[src/rtl/multiword_add_seq.sv]
// Sequential multiword adder/subtractor: one N-bit word per cycle
// through an external ripple-carry adder, LSW first.
module multiword_add_seq #(
   parameter int N     = 8,
   parameter int WORDS = 4
) (
   input  logic               clk,
   input  logic               rst,
   input  logic               start,
   input  logic               sub,
   input  logic               cin,
   input  logic [N*WORDS-1:0] A_in,
   input  logic [N*WORDS-1:0] B_in,
   output logic               busy,
   output logic               done,
   output logic [N*WORDS-1:0] result,
   output logic               cout,
   output logic               overflow,
   output logic [N-1:0]       adder_a,
   output logic [N-1:0]       adder_b,
   output logic               adder_cin,
   input  logic [N-1:0]       adder_sum,
   input  logic               adder_cout
);

   localparam int W  = N * WORDS;
   localparam int IW = (WORDS > 1) ? $clog2(WORDS) : 1;

   typedef enum logic [1:0] {IDLE, RUN, DONE} state_t;

   state_t          state_q, state_d;
   logic [W-1:0]    a_q, b_q, res_q;
   logic            sub_q, carry_q, cout_q, ovf_q;
   logic [IW-1:0]   idx_q;
   logic [N-1:0]    aw, bw;
   logic            run, last;

   assign run  = (state_q == RUN);
   assign last = (idx_q == IW'(WORDS - 1));

   // Current word of each operand; B is inverted for subtraction.
   always_comb begin
      aw = '0;
      bw = '0;
      for (int w = 0; w < WORDS; w++) begin
         if (idx_q == IW'(w)) begin
            aw = a_q[w*N +: N];
            bw = b_q[w*N +: N];
         end
      end
      if (sub_q) bw = ~bw;
   end

   always_ff @(posedge clk or posedge rst) begin
      if (rst) state_q <= IDLE;
      else     state_q <= state_d;
   end

   always_comb begin
      state_d = state_q;
      unique case (state_q)
         IDLE:    if (start) state_d = RUN;
         RUN:     if (last)  state_d = DONE;
         DONE:    state_d = IDLE;
         default: state_d = IDLE;
      endcase
   end

   always_ff @(posedge clk or posedge rst) begin
      if (rst) begin
         a_q     <= '0;
         b_q     <= '0;
         sub_q   <= 1'b0;
         carry_q <= 1'b0;
         idx_q   <= '0;
         res_q   <= '0;
         cout_q  <= 1'b0;
         ovf_q   <= 1'b0;
      end else if (state_q == IDLE && start) begin
         a_q     <= A_in;
         b_q     <= B_in;
         sub_q   <= sub;
         carry_q <= sub ? 1'b1 : cin;
         idx_q   <= '0;
      end else if (run) begin
         for (int w = 0; w < WORDS; w++) begin
            if (idx_q == IW'(w)) res_q[w*N +: N] <= adder_sum;
         end
         carry_q <= adder_cout;
         if (last) begin
            cout_q <= adder_cout;
            ovf_q  <= (aw[N-1] == bw[N-1]) &&
                      (adder_sum[N-1] != aw[N-1]);
         end else begin
            idx_q <= idx_q + IW'(1);
         end
      end
   end

   assign adder_a   = run ? aw : '0;
   assign adder_b   = run ? bw : '0;
   assign adder_cin = run & carry_q;

   assign busy     = (state_q != IDLE);
   assign done     = (state_q == DONE);
   assign result   = res_q;
   assign cout     = cout_q;
   assign overflow = ovf_q;

endmodule

[config.mk]
export PLATFORM = sky130hd
export DESIGN_NAME = multiword_add_seq
export DESIGN_NICKNAME = d
export VERILOG_FILES = /design/src/rtl/multiword_add_seq.sv
export SDC_FILE = /design/constraint.sdc
export NUM_CORES = 1
export LEC_CHECK = 0
export BUFFER_PORTS_ARGS = -buffer_cell sky130_fd_sc_hd__buf_4
export CORE_ASPECT_RATIO = 1.5
export CORE_MARGIN = 1
export CORE_UTILIZATION = 50
export CTS_CLUSTER_SIZE = 8
export DETAILED_ROUTE_END_ITERATION = 8
export GPL_ROUTABILITY_DRIVEN = 0
export PLACE_DENSITY = 0.77
export SLEW_MARGIN = 0
export SYNTH_ARGS = -nofsm -noshare
export SYNTH_HDL_FRONTEND = slang
export SYNTH_SLANG_ARGS = --single-unit
export TNS_END_PERCENT = 50
[constraint.sdc]
create_clock -name clk -period 8.2 [get_ports clk]
set_input_delay 0.82 -clock clk [delete_from_list [all_inputs] [get_ports clk]]
set_output_delay 0.82 -clock clk [all_outputs]
set_load 0.03 [all_outputs]
Word level (Yosys, flattened, before mapping)
Cells that the tools add are included.

Latch bits: 0. Input port bits: 78. Register bits: 104. Memories: 0. Bits in writable memories: 0. Word-level logic and storage cells: 58. Output and inout port bits: 53. Bits in read-only memories: 0.

Multipliers: 0. $add $sub $neg: 1. Reductions and logical operators: 12. Shift-type cells: 0. Eq/ne operators: 10. Order comparisons: 0. Bitwise gates (word level): 3. Div/mod/pow operators: 0. Muxes and demuxes: 20.

Operators with widths (count): 8-bit 2-to-1 mux (11); 3-bit AND reduction (4); 2-bit 2-to-1 mux (5); 8-bit inverter (1); 2-bit equality test (second input constant) (3); 2-bit by 1-bit equality test with 1-bit output (second input constant) (2); 2-bit logical NOT (2); 2-bit by 1-bit != test with 1-bit output (second input constant) (2); 2-bit one-hot mux with 2 select lines (1); 2-bit AND reduction (2); 2-bit nonzero test (2); 1-bit 2-to-1 mux (3); 2-bit by 1-bit adder with 2-bit output (second input constant) (1); 1-bit logical AND (2); 2-bit != test (second input constant) (1); 1-bit AND (1); 1-bit equality test (1); 1-bit != test (1); 1-bit inverter (1).

Logic depth before layout (Yosys ltp)
Word-level depth: 9. Gate-level depth with buffers: 8.

Worst setup path before layout
No wires, ideal clock.

Path type: register -> output. Start point: register idx_q[0]. End point: output port adder_b[7]. Path buffers: 2. Setup slack: 5449 ps. Stages on the path, launching flop included: 9. Arrival: 1931 ps. Path through: dfrtp_1 inv_1 ha_1 buf_4 nor2b_1 buf_4 a21oi_2 or3_1 a21oi_1.

Longest elaborated chain between the ends: 8. Elaborated cells on any way between the ends: 11. Those cells by class: eq/ne: 3; mux: 6; bitwise: 1; reduce/logical: 1.

Ends and longest elaborated chain: from (decl) (RTL line 34) `logic [IW-1:0] idx_q;`; from (signal assigned) (RTL line 95) `idx_q <= idx_q + IW'(1);`; 2-bit logical NOT (RTL line 46) `if (idx_q == IW'(w)) begin`; 8-bit 2-to-1 mux (3 in series) (RTL line 46); 8-bit 2-to-1 mux * (RTL line 46); 8-bit inverter (RTL line 51) `if (sub_q) bw = ~bw;`; 8-bit 2-to-1 mux * (RTL line 51); 8-bit 2-to-1 mux * (RTL line 101) `assign adder_b = run ? bw : '0;`; to (decl) (RTL line 20) `output logic [N-1:0] adder_b,`.

Every way passes the cells marked *; elsewhere a longest branch is shown, timed or not.

Final worst setup path
Start point: register idx_q[1]. End point: output port adder_b[7].

Same word-level chain as after synthesis.

==> impl_metrics.py <==
metrics = {
    "status": {
        "outcome": "completed",
    },
    "floorplanning": {
        "chipHeight_um": 121.2,
        "die_area_mm2": 0.009870,
        "fp.dieW_um": 81.45,
        "core.rowCount": 43,
        "core_region_area_mm2": 0.009200,
        "floorplan.initialDensity_pct": 51.46,
        "top_level_ports": 131,
    },
    "logic_synthesis": {
        "synth_async_sr_flop_share_pct": 100.0,
        "ys_seq_elements": 104,
        "post_synth_inst_count": 379,
        "synthesis.yosys.warnings": 0,
        "synth_nets": 461,
        "share_of_synthesized_area_occupied_by_flip_flops_and_latches_pct": 54.97,
        "count_of_flip_flops_with_a_built_in_enable_after_synthesis": 0,
        "synthesis.area_mm2": 0.004735,
        "avgSynthCellArea_um2": 12.49,
        "synthDominantCellAreaShare_pct": 54.97,
        "synth.area.top_cells": "dfrtp_1, mux2_2, mux2_1",
        "synth_cell_type_count": 34,
        "synth_flop_cell": "dfrtp_1",
        "post-synth-top-area-cell": "dfrtp_1",
        "synth.most_common_cell": "dfrtp_1",
        "yosys-top-cells-count": "dfrtp_1, mux2_2, nand2_1",
    },
    "clock_network": {
        "cts_hold_repair.buffers": 0,
        "clock-sinks": 104,
        "post_cts.resized_instances": 0,
        "setup_fix_bufs_post_cts": 0,
        "cts_tree": "done",
        "worstSkewPairLatency_ns": 0.33,
        "root_buffer": "clkbuf_16",
        "tritoncts.num_buffers": 9,
        "clk_path_buf_depth": 2,
        "clk_pin_slew_ns": 0.07,
        "cts.htree.levels": 3,
    },
    "route": {
        "vias_per_cell": 5.454,
        "antenna_violating_nets_post_route": 0,
        "remaining_drc_errors": 0,
        "first_iter_violations": 158,
        "detailedRoute.firstPassIterationCount": 5,
        "drt-wirelength-per-cell_um": 17.86,
        "wirelength_mm": 11.02,
        "vias": 3365,
    },
    "final_layout": {
        "final_cell_count_no_fill": 617,
        "drive_above_1_share_pct": 44.16,
        "area_delta_synth_final_pct": 26.98,
        "count_of_nets_after_finishing": 582,
        "ant_cells": 0,
    },
    "timing": {
        "report.final.hold_viol_count": 0,
        "min_period_over_period_pct": 44.62,
        "tightestPinTransition_ns": 1.163,
        "whs_ns": 0.4465,
        "slew_violations": 0,
        "max_freq_mhz": 273.3,
        "setup-tns-final_ns": 0,
        "finalSetupViolations": 0,
        "slew_headroom_pct": 22.48,
        "post-route-min-period_ns": 3.659,
        "rsz0062_at_grt": "false",
        "finalClockSkew_ns": 0.005133,
    },
    "grt": {
        "antenna_violations_before_repair": 0,
        "grt_first_pass_wirelength_mm": 17.61,
        "grt_max_degree": 80,
        "via_count_of_the_first_global_routing_pass": 3509,
        "globalRoute.totalOverflow": 0,
        "groute.usage.overall_pct": 24.15,
    },
    "setup_path": {
        "critical_path.max_stage_delay_ns": 0.71,
        "r2r_start": "idx_q[0]$_DFFE_PP0P_",
        "crit_type": "reg2out",
        "crit_path_end_kind": "output port",
        "crit_path_max_fanout": 25,
        "crit_required_ns": 7.38,
        "worstPathArrival_ns": 2.84,
        "cp-startpoint": "idx_q[1]$_DFFE_PP0P_",
        "critical_path.slowest_cell": "nor2b_1",
        "cp_cell_sequence": "inv_1, ha_1, nor2b_1, a21oi_2, or3_1, a21oi_1, buf_4",
        "start_kind": "register",
    },
    "power": {
        "power-per-cell-area_mw_per_mm2": 462.0,
        "p_leak_nw": 2.746,
        "ir_drop_v": 0.0004099,
    },
    "place": {
        "port_buffers": 130,
        "place_hpwl_mm": 8.092,
        "numPlacedInstances": 601,
    },
    "flow_run": {
        "max_cap_viol_count": 0,
    },
    "worst_hold_path": {
        "worstHoldPathType": "in2async",
    },
}
cells by family after synthesis:
family                   count (synthesis)  synth area share, %
adder cells (fa/ha/maj)                  4                1.057
multiplexers                            88                20.93
AO/OA/AOI/OAI                           61                8.563
flip-flops                             104                54.97
AND/OR/NAND/NOR                         82                10.02
buffers and inverters                   40                4.466
layout make-up:
cell class                 instances  area [µm²]
fill                             719        3188
multi-input combinational        235        1921
clock inverter                     5       31.28
inverter                          17       66.31
tap                              112       140.1
clock buffer                      11       252.7
timing repair buffer             133       998.5
sequential                       104        2603
layer usage:
layer | routed length, µm | global-route usage, % | part of all wire, % | vias up
met2 | 6050 | 40.83 | 55 | 98
met3 | 579 | 5.865 | 5.3 | 18
li1 | - | - | - | 1579
met4 | 266 | 10.27 | 2.4 | 0
met5 | 0 | 0 | 0 | -
met1 | 4125 | 28.63 | 37 | 1670
critical path: cells and delay by family (launching register included):
kind	cells	cell delay [ns]
buffers and inverters	2	0.29
flip-flops	1	0.37
AND/OR/NAND/NOR	2	1.07
adder cells (fa/ha/maj)	1	0.46
AO/OA/AOI/OAI	2	0.31
power breakdown:
group	switching [mW]	internal [mW]	total [mW]
sequential	0.150	0.776	0.927
combinational	0.811	0.638	1.45
clock	0.180	0.221	0.402
total	1.14	1.64	2.78
flip-flops by register name, summed over array words and instances (netlist names):
name / count
b_q: 32
a_q: 32
state_q: 2
idx_q: 2
cout: 1
carry_q: 1
overflow: 1
sub_q: 1
result: 32
metrics by stage:
| stage | setup slack, ns | power, mW | utilization, % | instance area (µm²) |
|---|---|---|---|---|
| floorplan | 4.648 | 1.945 | - | 4735 |
| global placement | 5.020 | 2.339 | 62.26 | 5728 |
| detailed placement | 4.911 | 2.386 | 62.26 | 5728 |
| CTS | 4.552 | 2.794 | 65.35 | 6012 |
| global route | 4.351 | 2.943 | 65.35 | 6012 |
| finish | 4.541 | 2.777 | 65.35 | 6012 |
worst paths after layout:
check	end	slack, ns	cells past startpoint
worst max-delay path	adder_b[7]	4.54	7
worst min-delay path	result[19]$_DFFE_PP0P_	0.45	2
worst max register to register	result[16]$_DFFE_PP0P_	5.86	4
worst min register to register	a_q[23]$_DFFE_PP0P_	0.48	1
max in group asynchronous	b_q[7]$_DFFE_PP0P_	6.49	3
min in group clk	a_q[23]$_DFFE_PP0P_	0.48	1
cells in the final DEF, fill, tap and decap left out, types with 2 or more instances in the layout:
| cell | count |
|---|---|
| buf_4 | 133 |
| dfrtp_1 | 104 |
| mux2_2 | 62 |
| nand2_1 | 31 |
| mux2_1 | 26 |
| a21oi_1 | 24 |
| inv_1 | 16 |
| nand3_1 | 14 |
| o21ai_0 | 13 |
| a221o_1 | 13 |
| nand3b_1 | 9 |
| clkbuf_16 | 9 |
| nand2b_1 | 8 |
| nor3b_2 | 7 |
| ha_1 | 4 |
| nor2b_1 | 3 |
| a211o_1 | 3 |
| clkinv_2 | 3 |
| o22ai_1 | 2 |
| nor2_1 | 2 |
| a221oi_1 | 2 |
| and2_1 | 2 |
| clkbuf_8 | 2 |
No activity file was read; power rests on OpenSTA's default activity.
